$ cat src/rtl/seg7_signed_scan_if.sv
// Pin-side bus of seg7_signed_scan: signed value and load request in,
// busy flag, scanned segment/anode pins and FSM state out.
interface seg7_signed_scan_if #(
    parameter int DATA_W = 8,
    parameter int DIGITS = 4
) ();
    // Handshake: load is sampled on a rising edge only while busy is low; a
    // load seen while busy is high (the commit cycle included) is dropped.
    logic [DATA_W-1:0] data_in;
    logic              load;
    logic              busy;
    logic [6:0]        seg;
    logic [DIGITS-1:0] an;
    logic              dp;
    logic [1:0]        state_dbg;

    modport master (
        output data_in, load,
        input  busy, seg, an, dp, state_dbg
    );

    modport slave (
        input  data_in, load,
        output busy, seg, an, dp, state_dbg
    );
endinterface

$ cat src/rtl/seg7_signed_scan.sv
// Signed value -> sign + BCD by sequential double-dabble, scanned over DIGITS
// common-anode digits. Define SEG7_LEADING_ZERO_BLANK_EN to blank leading zeros.
module seg7_signed_scan #(
    parameter int DIGITS  = 4,
    parameter int DATA_W  = 8,
    parameter int CNT_MAX = 65000
) (
    input logic               clk,
    input logic               rst_n,
    seg7_signed_scan_if.slave bus
);
    localparam int NM     = DIGITS - 1;
    localparam int BW     = 4 * NM;
    localparam int IDX_W  = $clog2(DIGITS);
    localparam int STEP_W = $clog2(DATA_W);
    localparam int CNT_W  = (CNT_MAX < 1) ? 1 : $clog2(CNT_MAX + 1);
    localparam int LW     = 40;

    function automatic logic [LW-1:0] pow10(input int n);
        logic [LW-1:0] r;
        r = LW'(1);
        for (int i = 0; i < n; i++) r = r * LW'(10);
        return r;
    endfunction

    localparam logic [LW-1:0] LIMIT = pow10(NM);

    function automatic logic [6:0] digit_code(input logic [3:0] d);
        case (d)
            4'd0:    digit_code = 7'b1000000;
            4'd1:    digit_code = 7'b1111001;
            4'd2:    digit_code = 7'b0100100;
            4'd3:    digit_code = 7'b0110000;
            4'd4:    digit_code = 7'b0011001;
            4'd5:    digit_code = 7'b0010010;
            4'd6:    digit_code = 7'b0000010;
            4'd7:    digit_code = 7'b1111000;
            4'd8:    digit_code = 7'b0000000;
            4'd9:    digit_code = 7'b0010000;
            default: digit_code = 7'b1111111;
        endcase
    endfunction

    typedef enum logic [1:0] {IDLE = 2'd0, CONV = 2'd1, DONE = 2'd2} state_t;

    state_t              state, state_nxt;
    logic                latch, step, commit;
    logic [STEP_W-1:0]   step_cnt;
    logic [DATA_W-1:0]   sh, mag_in;
    logic [BW-1:0]       bcd, bcd_adj, disp_bcd;
    logic [BW+DATA_W-1:0] dd_nxt;
    logic                sign_r, ovf_r, disp_sign, disp_ovf;

    always_ff @(posedge clk or negedge rst_n) begin
        if (!rst_n) state <= IDLE;
        else        state <= state_nxt;
    end

    always_comb begin
        state_nxt = state;
        latch     = 1'b0;
        step      = 1'b0;
        commit    = 1'b0;
        case (state)
            IDLE: if (bus.load) begin
                latch     = 1'b1;
                state_nxt = CONV;
            end
            CONV: begin
                step = 1'b1;
                if (step_cnt == STEP_W'(DATA_W - 1)) state_nxt = DONE;
            end
            DONE: begin
                commit    = 1'b1;
                state_nxt = IDLE;
            end
            default: state_nxt = IDLE;
        endcase
    end

    // Two's-complement negate in DATA_W bits leaves the most negative value as
    // its own unsigned magnitude, e.g. 8'h80 -> 128.
    assign mag_in = bus.data_in[DATA_W-1] ? (~bus.data_in + DATA_W'(1)) : bus.data_in;

    always_comb begin
        bcd_adj = bcd;
        for (int i = 0; i < NM; i++)
            if (bcd[4*i +: 4] >= 4'd5) bcd_adj[4*i +: 4] = bcd[4*i +: 4] + 4'd3;
        dd_nxt = {bcd_adj, sh} << 1;
    end

    always_ff @(posedge clk or negedge rst_n) begin
        if (!rst_n) begin
            sh        <= '0;
            bcd       <= '0;
            step_cnt  <= '0;
            sign_r    <= 1'b0;
            ovf_r     <= 1'b0;
            disp_sign <= 1'b0;
            disp_bcd  <= '0;
            disp_ovf  <= 1'b0;
        end else begin
            if (latch) begin
                sh       <= mag_in;
                bcd      <= '0;
                step_cnt <= '0;
                sign_r   <= bus.data_in[DATA_W-1];
                ovf_r    <= {{(LW-DATA_W){1'b0}}, mag_in} >= LIMIT;
            end
            if (step) begin
                bcd      <= dd_nxt[BW+DATA_W-1:DATA_W];
                sh       <= dd_nxt[DATA_W-1:0];
                step_cnt <= step_cnt + STEP_W'(1);
            end
            if (commit) begin
                disp_sign <= sign_r;
                disp_bcd  <= bcd;
                disp_ovf  <= ovf_r;
            end
        end
    end

    logic [CNT_W-1:0] cnt;
    logic [IDX_W-1:0] idx, idx_nxt;
    logic             cnt_wrap;
    logic [6:0]       codes [0:(1<<IDX_W)-1];

    always_comb begin
        for (int i = 0; i < (1 << IDX_W); i++) codes[i] = 7'b1111111;
        for (int i = 0; i < NM; i++) begin
            codes[i] = disp_ovf ? 7'b0000110 : digit_code(disp_bcd[4*i +: 4]);
`ifdef SEG7_LEADING_ZERO_BLANK_EN
            if (!disp_ovf && i != 0 && (disp_bcd >> (4*i)) == '0) codes[i] = 7'b1111111;
`endif
        end
        codes[NM] = disp_sign ? 7'b0111111 : 7'b1111111;
    end

    assign cnt_wrap = (cnt == CNT_W'(CNT_MAX));
    assign idx_nxt  = !cnt_wrap ? idx :
                      (idx == IDX_W'(DIGITS - 1)) ? '0 : idx + IDX_W'(1);

    // seg is registered from the next index so it lands with its anode.
    always_ff @(posedge clk or negedge rst_n) begin
        if (!rst_n) begin
            cnt     <= '0;
            idx     <= '0;
            bus.an  <= ~DIGITS'(1);
            bus.seg <= 7'b1000000;
        end else begin
            cnt     <= cnt_wrap ? '0 : cnt + CNT_W'(1);
            idx     <= idx_nxt;
            bus.an  <= ~(DIGITS'(1) << idx_nxt);
            bus.seg <= codes[idx_nxt];
        end
    end

    assign bus.busy      = (state != IDLE);
    assign bus.dp        = 1'b1;
    assign bus.state_dbg = state;
endmodule
$ cat src/flat_wrapper.sv
// flat-port wrapper written by rule: the top's interface ports become plain ports
module seg7_signed_scan_flat 
#(
    parameter int DIGITS  = 4,
    parameter int DATA_W  = 8,
    parameter int CNT_MAX = 65000
)
  (clk, rst_n, bus_data_in, bus_load, bus_busy, bus_seg, bus_an, bus_dp, bus_state_dbg);
  seg7_signed_scan_if #(.DATA_W(DATA_W), .DIGITS(DIGITS)) bus_i ();
  input logic clk;
  input logic rst_n;
  input wire logic [$bits(bus_i.data_in)-1:0] bus_data_in;
  input wire logic [$bits(bus_i.load)-1:0] bus_load;
  output wire logic [$bits(bus_i.busy)-1:0] bus_busy;
  output wire logic [$bits(bus_i.seg)-1:0] bus_seg;
  output wire logic [$bits(bus_i.an)-1:0] bus_an;
  output wire logic [$bits(bus_i.dp)-1:0] bus_dp;
  output wire logic [$bits(bus_i.state_dbg)-1:0] bus_state_dbg;
  assign bus_i.data_in = bus_data_in;
  assign bus_i.load = bus_load;
  assign bus_busy = bus_i.busy;
  assign bus_seg = bus_i.seg;
  assign bus_an = bus_i.an;
  assign bus_dp = bus_i.dp;
  assign bus_state_dbg = bus_i.state_dbg;
  seg7_signed_scan #(.DIGITS(DIGITS), .DATA_W(DATA_W), .CNT_MAX(CNT_MAX)) u_core (.clk(clk), .rst_n(rst_n), .bus(bus_i));
endmodule
$ cat config.mk
export PLATFORM = sky130hd
export DESIGN_NAME = seg7_signed_scan_flat
export DESIGN_NICKNAME = d
export VERILOG_FILES = /design/src/rtl/seg7_signed_scan_if.sv /design/src/rtl/seg7_signed_scan.sv /design/src/flat_wrapper.sv
export SDC_FILE = /design/constraint.sdc
export NUM_CORES = 1
export LEC_CHECK = 0
export ABC_AREA = 0
export BUFFER_PORTS_ARGS = -buffer_cell sky130_fd_sc_hd__buf_2
export CORE_ASPECT_RATIO = 1.4
export CORE_MARGIN = 3
export CORE_UTILIZATION = 60
export CTS_BUF_LIST = sky130_fd_sc_hd__clkbuf_8 sky130_fd_sc_hd__clkbuf_16
export DETAILED_ROUTE_END_ITERATION = 8
export GPL_ROUTABILITY_DRIVEN = 0
export GPL_TIMING_DRIVEN = 0
export PLACE_DENSITY = 0.78
export SYNTH_ARGS = -nofsm -noshare
export SYNTH_HDL_FRONTEND = slang
export SYNTH_SLANG_ARGS = --single-unit
$ cat constraint.sdc
create_clock -name clk -period 2.7 [get_ports clk]
set_input_delay 0.135 -clock clk [delete_from_list [all_inputs] [get_ports clk]]
set_output_delay 0.135 -clock clk [all_outputs]
set_load 0.005 [all_outputs]
==> impl_metrics.py, run 1 <==
metrics = {
    "timing": {
        "setup-violations-final": 0,
        "finalCriticalPeriod_ns": 2.143,
        "finalHoldViolations": 0,
        "max_slew.worst_pin.slew_ns": 0.8392,
        "maxSlewHeadroom_pct": 44.05,
        "final_min_period_over_clock_period_pct": 79.36,
        "fin_setup_tns_ns": 0,
        "rsz_0062_raised_after_global_routing": "no",
        "finClkSkew_ns": 0.007147,
        "timing.fmax_ghz": 0.4667,
        "maxSlewViolCount": 0,
    },
    "place": {
        "place.port_buffers": 23,
        "place_hpwl_um": 5770,
        "place_inst": 512,
    },
    "worst_setup_path": {
        "worst_r2r_startpoint": "u_core.cnt[0]",
        "critical_path_required_ns": 2.91,
        "critical_path.slowest_cell": "sky130_fd_sc_hd__dfrtp_1",
        "crit_buf_inv": 2,
        "cpPeakStageDelay_ns": 0.42,
        "critPathMaxFanout": 8,
        "r2r_end": "u_core.bus.seg[2]",
        "cp-end-kind": "register",
        "criticalPathCategory": "reg2reg",
        "crit_family": "simple AND/OR/NAND/NOR gates",
        "critPathArrivalTime_ns": 2.36,
        "r2r_cells": 8,
        "ff2ff_setup_slack_ns": 0.56,
        "worstPathCellList": "inv_1, ha_1, and4bb_1, and4_1, buf_2, mux2_4, or2_4, a2bb2oi_1",
        "critical_path.startpoint_type": "register",
    },
    "route": {
        "routed_wire_length_per_instance_um": 14.73,
        "drt_drc_violations_left": 0,
        "detailedRoute.firstIterationViolations": 170,
        "drtPass1Iterations": 4,
        "via_density_per_instance": 5.777,
        "detail_route.wirelength_um": 7777,
        "detail-route-antenna-nets": 0,
        "via_count_of_the_routed_design": 3050,
    },
    "synthesis": {
        "synth.yosys.seq_area_share_pct": 42.64,
        "synth-async-reset-ratio_pct": 100.0,
        "synth_fp_nets": 455,
        "post_synth_xor_area_fraction_pct": 5.252,
        "postSynthCellCount": 417,
        "main_combinational_cell_family_by_area_after_synthesis": "simple AND/OR/NAND/NOR gates",
        "synth-adder-area-share_pct": 8.440,
        "synth.top_cell.area_share_pct": 40.01,
        "synth_compound_area_share_pct": 15.69,
        "ys.warnings.count": 0,
        "yosys_register_bits": 68,
        "post_synth_mux_area_share_pct": 6.533,
        "post_syn_area_mm2": 0.004003,
        "synth-main-ff-cell": "sky130_fd_sc_hd__dfrtp_1",
        "ys_top_cells_by_area": "sky130_fd_sc_hd__dfrtp_1 40%, sky130_fd_sc_hd__ha_1 8.4%, sky130_fd_sc_hd__o21ai_0 5.1%, sky130_fd_sc_hd__nand2_1 3.4%, sky130_fd_sc_hd__nand2b_1 3.1%",
        "avg_cell_area_syn_um2": 9.599,
        "number_of_enable_type_register_cells_in_the_synthesized_netlist": 0,
        "synth.distinct_cells": 50,
        "synth_top_area_cell": "sky130_fd_sc_hd__dfrtp_1",
        "synth_simple_gate_area_share_pct": 16.82,
    },
    "finish": {
        "drive_gt1_share_pct": 13.82,
        "num_antenna_cells": 0,
        "fin_cells": 528,
        "most-common-layout-cells": "64 x sky130_fd_sc_hd__dfrtp_1, 41 x sky130_fd_sc_hd__o21ai_0, 36 x sky130_fd_sc_hd__nand2_1, 27 x sky130_fd_sc_hd__nor2_1, 27 x sky130_fd_sc_hd__ha_1",
        "layout_commonest_cell": "sky130_fd_sc_hd__dfrtp_1",
        "flow.area_growth_from_synthesis_pct": 10.16,
        "final_nets": 490,
        "finish.utilization_pct": 69.56,
        "multi_input_area_mm2": 0.002115,
        "final.fill_count": 498,
        "layout.area.seq_mm2": 0.001707,
    },
    "hold_path": {
        "holdPathEnd": "u_core.sh[0]",
        "hp-start": "bus_data_in[0]",
        "hp-class": "in2reg",
        "hold_depth": 3,
    },
    "run": {
        "max_cap_violations": 0,
    },
    "clock_tree": {
        "cts.htree.levels": 3,
        "cts.repair.resized": 0,
        "clock_sinks": 68,
        "number_of_cts_inserted_buffers": 9,
        "postCtsSetupRepairBufs": 0,
        "cts_hold_repair.buffers": 1,
        "clk-insertion-delay-late_ns": 0.34,
        "clock-root-buffer": "sky130_fd_sc_hd__clkbuf_8",
        "clk_path_buf_depth": 2,
        "cts_tree": "done",
        "worst_setup_hold_path_clk_slew_ns": 0.08,
    },
    "global_routing": {
        "antenna_found_initial": 0,
        "global_route_wire_length_before_repair_um": 13080,
        "via_count_of_the_first_global_routing_pass": 2960,
        "grt_max_degree": 69,
        "overflow_left_after_global_routing": 0,
        "grt_use_total_pct": 22.18,
    },
    "power": {
        "cellPowerDensity_mw_per_mm2": 904.6,
        "power.ir.vdd_worst_mv": 0.7853,
        "power.static_leakage_nw": 2.005,
        "report.power.total_w": 0.003989,
    },
    "die": {
        "row_count": 34,
        "dieArea_mm2": 0.007701,
        "dieHeight_um": 102.6,
        "initial_core_utilization_pct": 63.15,
        "ios": 26,
        "core_region_area_mm2": 0.006339,
        "die_width_um": 75.03,
    },
    "run_status": {
        "status": "finished, final reports clean",
    },
}
[worst max-delay path by stage]
stage          slack, ns     startpoint           endpoint  cells after the start
2_1_floorplan       0.77  u_core.cnt[0]  u_core.bus.seg[4]                      8
3_3_place_gp        0.59  u_core.cnt[0]  u_core.bus.seg[4]                      8
3_5_place_dp        0.56  u_core.cnt[0]  u_core.bus.seg[2]                      8
4_1_cts             0.54  u_core.cnt[0]  u_core.bus.seg[2]                      8
5_1_grt             0.48  u_core.cnt[0]  u_core.bus.seg[5]                      8
6_report            0.56  u_core.cnt[0]  u_core.bus.seg[2]                      8
[area by class of cell]
class / count / share of cell area, %
flip-flops and latches: 68 / 38.71
repair buffers: 24 / 2.894
multi-input cells: 306 / 47.96
clock buffers: 9 / 2.809
inverters: 22 / 1.873
plain buffers: 21 / 2.242
well taps: 72 / 2.043
clock inverters: 6 / 1.476
[layer usage]
metal  global-route usage, %  wire length (um)  vias up
met5                       0                 0        -
met4                   9.863               135        0
met3                   4.780               213       10
met2                   39.60              4148       45
met1                   24.75              3280     1466
li1                        -                 -     1529
[state kept, by name (all words and copies together), names as in the netlist]
name and flops:
u_core.cnt 16, u_core.bus.seg 7, u_core.bus.an 4, u_core.sh 8, u_core.idx 2, u_core.disp_bcd 12, u_core.bcd 12, u_core.bus.state_dbg 2
u_core.step_cnt 3, u_core.sign_r 1, u_core.disp_sign 1
[synth_stat cells, drive strengths merged, types with 7 or more instances]
library cell / number
mux2: 12
nand2: 36
mux2i: 11
xnor2: 12
o31ai: 7
o21ai: 41
clkbuf: 17
nand2b: 20
nor2b: 7
ha: 27
dfrtp: 64
xor2: 12
inv: 22
a21oi: 17
nor2: 27
nand3: 11
[cells by family (layout without fill, tap and decap cells)]
kind of cell	count (synthesis)	in the layout
other	1	1
flip-flops	68	68
multiplexers	23	23
AO/OA/AOI/OAI	100	100
AND/OR/NAND/NOR	131	131
adder cells (fa/ha/maj)	27	27
buffers and inverters	43	82
XOR/XNOR	24	24
[power by group]
group / total (W) / switching (W) / internal [W]
clock network: 0.000811 / 0.000389 / 0.000423
logic: 0.00165 / 0.000934 / 0.000714
registers: 0.00153 / 0.000236 / 0.00129
total: 0.00399 / 0.00156 / 0.00243
[metrics by stage]
step | setup WS, ns | area [um^2] | hold slack [ns]
2_1_floorplan | 0.7684 | 4003 | -0.1606
3_3_place_gp | 0.5898 | 4208 | 0.4557
3_5_place_dp | 0.5638 | 4210 | 0.2926
4_1_cts | 0.5430 | 4409 | 0.09131
5_1_grt | 0.4752 | 4409 | 0.1242
6_report | 0.5574 | 4409 | 0.1106
[tightest hold or removal path, cell delays in order]
cell                      delay [ns]
sky130_fd_sc_hd__buf_2          0.12
sky130_fd_sc_hd__inv_1          0.07
sky130_fd_sc_hd__o21ai_0        0.08
No activity file was read; power rests on OpenSTA's default activity.
==> run 2, diff against run 1 <==
--- a/config.mk
+++ b/config.mk
@@ -5,7 +5,7 @@
 export SDC_FILE = /design/constraint.sdc
 export NUM_CORES = 1
 export LEC_CHECK = 0
-export ABC_AREA = 0
+export ABC_AREA = 1
 export BUFFER_PORTS_ARGS = -buffer_cell sky130_fd_sc_hd__buf_2
 export CORE_ASPECT_RATIO = 1.4
 export CORE_MARGIN = 3
==> constraint.sdc (replaced) <==
create_clock -name clk -period 2.07 [get_ports clk]
set_input_delay 0.1035 -clock clk [delete_from_list [all_inputs] [get_ports clk]]
set_output_delay 0.1035 -clock clk [all_outputs]
set_load 0.005 [all_outputs]
==> run 2 against run 1 <==
Net effect: maximum frequency increased by 18%; cell area up 1.4%; first-iteration DRC count decreased by 22%; synthesized cell count up 21%; combinational power rose by 50%; power is 42% higher; sequential share of layout area is 0.52 points lower; clock power increased by 37%; die area rose by 0.93%; critical path type unchanged; largest cell class unchanged.
==> impl_metrics.py, run 2 <==
metrics = {
    "synthesis": {
        "synth.distinct_cells": 40,
        "synth.top_cell.area_share_pct": 39.62,
        "post_synth_mux_area_share_pct": 0,
        "synth-adder-area-share_pct": 8.357,
        "synth_compound_area_share_pct": 14.83,
        "synth_simple_gate_area_share_pct": 24.26,
        "netlist_top_cells_count": "102 x sky130_fd_sc_hd__nand2_1, 72 x sky130_fd_sc_hd__inv_1, 67 x sky130_fd_sc_hd__o21ai_0, 64 x sky130_fd_sc_hd__dfrtp_1, 35 x sky130_fd_sc_hd__nand3_1",
        "yosys_register_bits": 68,
        "post_syn_area_mm2": 0.004043,
        "ys_top_cells_by_area": "sky130_fd_sc_hd__dfrtp_1 40%, sky130_fd_sc_hd__nand2_1 9.5%, sky130_fd_sc_hd__ha_1 8.4%, sky130_fd_sc_hd__o21ai_0 8.3%, sky130_fd_sc_hd__inv_1 6.7%",
        "postSynthCellCount": 504,
        "synth.most_common_cell": "sky130_fd_sc_hd__nand2_1",
        "post_synth_xor_area_fraction_pct": 1.733,
        "ys.warnings.count": 0,
        "number_of_enable_type_register_cells_in_the_synthesized_netlist": 0,
        "avg_cell_area_syn_um2": 8.021,
        "main_combinational_cell_family_by_area_after_synthesis": "simple AND/OR/NAND/NOR gates",
        "synth_fp_nets": 542,
        "synth-main-ff-cell": "sky130_fd_sc_hd__dfrtp_1",
        "synth.yosys.seq_area_share_pct": 42.22,
        "synth-async-reset-ratio_pct": 100.0,
        "synth_top_area_cell": "sky130_fd_sc_hd__dfrtp_1",
    },
    "worst_setup_path": {
        "critical_path_required_ns": 2.30,
        "critical_path.slowest_cell": "sky130_fd_sc_hd__dfrtp_1",
        "cpPeakStageDelay_ns": 0.41,
        "critPathArrivalTime_ns": 2.05,
        "cp-end-kind": "register",
        "critical_path.startpoint_type": "register",
        "critPathMaxFanout": 9,
        "crit_buf_inv": 2,
        "crit_family": "simple AND/OR/NAND/NOR gates",
        "most_prevalent_standard_cell_on_the_critical_path": "sky130_fd_sc_hd__nand2_4",
        "worstPathCellList": "inv_1, ha_1, inv_1, nor2_1, nand2_1, nor2_4, nand2_4, nand2_4, nand2_4, o21ai_1, nand2_1",
        "criticalPathCategory": "reg2reg",
    },
    "timing": {
        "timing.fmax_ghz": 0.5512,
        "fin_setup_tns_ns": 0,
        "setup-violations-final": 0,
        "finalHoldViolations": 0,
        "maxSlewViolCount": 0,
        "maxSlewHeadroom_pct": 45.40,
        "max_slew.worst_pin.slew_ns": 0.8190,
        "rsz_0062_raised_after_global_routing": "no",
        "finalCriticalPeriod_ns": 1.814,
        "final_min_period_over_clock_period_pct": 87.65,
        "finClkSkew_ns": 0.01238,
    },
    "clock_tree": {
        "worst_setup_hold_path_clk_slew_ns": 0.08,
        "clk-insertion-delay-late_ns": 0.34,
        "cts.repair.resized": 0,
        "cts_hold_repair.buffers": 1,
        "postCtsSetupRepairBufs": 0,
        "number_of_cts_inserted_buffers": 9,
        "clk_path_buf_depth": 2,
        "clock_sinks": 68,
        "cts.htree.levels": 3,
        "cts_tree": "done",
        "clock-root-buffer": "sky130_fd_sc_hd__clkbuf_8",
    },
    "place": {
        "place.port_buffers": 24,
        "place_hpwl_um": 5666,
        "dpl_cell_area_mm2": 0.004255,
    },
    "route": {
        "detail-route-antenna-nets": 0,
        "drtPass1Iterations": 4,
        "routed_wire_length_per_instance_um": 12.49,
        "via_density_per_instance": 5.339,
        "detailedRoute.firstIterationViolations": 132,
        "via_count_of_the_routed_design": 3294,
        "detail_route.wirelength_um": 7709,
        "drt_drc_violations_left": 0,
    },
    "finish": {
        "finish.utilization_pct": 70.04,
        "largestRegisters": "u_core.cnt (16), u_core.bcd (12), u_core.disp_bcd (12)",
        "flow.area_growth_from_synthesis_pct": 10.55,
        "layout_commonest_cell": "sky130_fd_sc_hd__nand2_1",
        "most-common-layout-cells": "102 x sky130_fd_sc_hd__nand2_1, 74 x sky130_fd_sc_hd__inv_1, 67 x sky130_fd_sc_hd__o21ai_0, 64 x sky130_fd_sc_hd__dfrtp_1, 35 x sky130_fd_sc_hd__nand3_1",
        "drive_gt1_share_pct": 14.50,
        "flip_flop_count_of_the_largest_register_after_layout": 16,
        "final_nets": 578,
        "num_antenna_cells": 0,
        "final_cell_area_mm2": 0.004469,
        "regMostFlops": "u_core.cnt",
    },
    "die": {
        "row_count": 34,
        "dieHeight_um": 103.1,
        "dieArea_mm2": 0.007773,
        "initial_core_utilization_pct": 63.35,
        "die_width_um": 75.38,
        "ios": 26,
        "core_region_area_mm2": 0.006381,
    },
    "power": {
        "power.ir.vdd_worst_mv": 1.034,
        "cellPowerDensity_mw_per_mm2": 1264,
        "power.static_leakage_nw": 2.308,
        "report.power.total_w": 0.005649,
    },
    "global_routing": {
        "via_count_of_the_first_global_routing_pass": 3163,
        "global_route_wire_length_before_repair_um": 13030,
        "grt_use_total_pct": 21.57,
        "antenna_found_initial": 0,
        "overflow_left_after_global_routing": 0,
        "grt_max_degree": 69,
    },
    "run_status": {
        "status": "finished, final reports clean",
    },
    "hold_path": {
        "hp-class": "in2reg",
    },
    "run": {
        "max_cap_violations": 0,
    },
}
## run 2: path summary, 6_finish.rpt
kind,startpoint,end,slack (ns),cells after the start
max,u_core.cnt[0],u_core.bus.seg[0],0.26,11
min,bus_data_in[0],u_core.sh[0],0.06,3
max reg2reg,u_core.cnt[0],u_core.bus.seg[0],0.26,11
min reg2reg,u_core.cnt[0],u_core.cnt[0],0.49,1
max in group asynchronous,rst_n,u_core.bcd[7],1.14,2
min in group asynchronous,rst_n,u_core.cnt[10],0.40,2
## run 2: through the flow
stage / std cells / setup slack [ns] / hold WS (ns)
global route: 617 / 0.09049 / 0.07322
detailed placement: 600 / 0.2638 / 0.2562
floorplan: 504 / 0.5484 / -0.1921
global placement: 600 / 0.3581 / 0.4144
finish: 617 / 0.2556 / 0.05909
CTS: 617 / 0.2398 / 0.05216
## run 2: cell type report
type | instances | area, um^2
multi-input combinational | 350 | 1992
fill | 508 | 1912
sequential | 68 | 1707
inverter | 75 | 285.3
clock buffer | 11 | 151.4
timing repair buffer | 25 | 132.6
tap | 72 | 90.09
buffer | 11 | 58.81
clock inverter | 5 | 52.55
## run 2: tightest hold or removal path: stages
cell and delay (ns):
sky130_fd_sc_hd__buf_2 0.10, sky130_fd_sc_hd__inv_1 0.07, sky130_fd_sc_hd__o22ai_1 0.09
## run 2: power by group
group          switching [W]  total (W)  leakage, nW  internal [W]
sequential          0.000290    0.00206        0.842       0.00177
combinational        0.00150    0.00248         1.36      0.000972
clock               0.000497    0.00111        0.104      0.000614
total                0.00229    0.00565         2.31       0.00336
## run 2: kinds of logic (layout without fill, tap and decap cells)
group | count (synthesis) | after routing
xor gates and xnor gates | 8 | 8
other | 1 | 1
buffers and inverters | 86 | 127
AOI/OAI and AO/OA | 110 | 110
and+or+nand+nor | 204 | 204
DFF | 68 | 68
adders and majority gates | 27 | 27
## run 2: routing by layer
| layer | vias to the layer above | part of all wire [%] | GRT usage [%] |
|---|---|---|---|
| met5 | - | 0 | 0 |
| met4 | 0 | 1.6 | 9.556 |
| met3 | 11 | 3.1 | 4.000 |
| met2 | 57 | 52 | 38.66 |
| met1 | 1520 | 44 | 24.30 |
| li1 | 1706 | - | - |
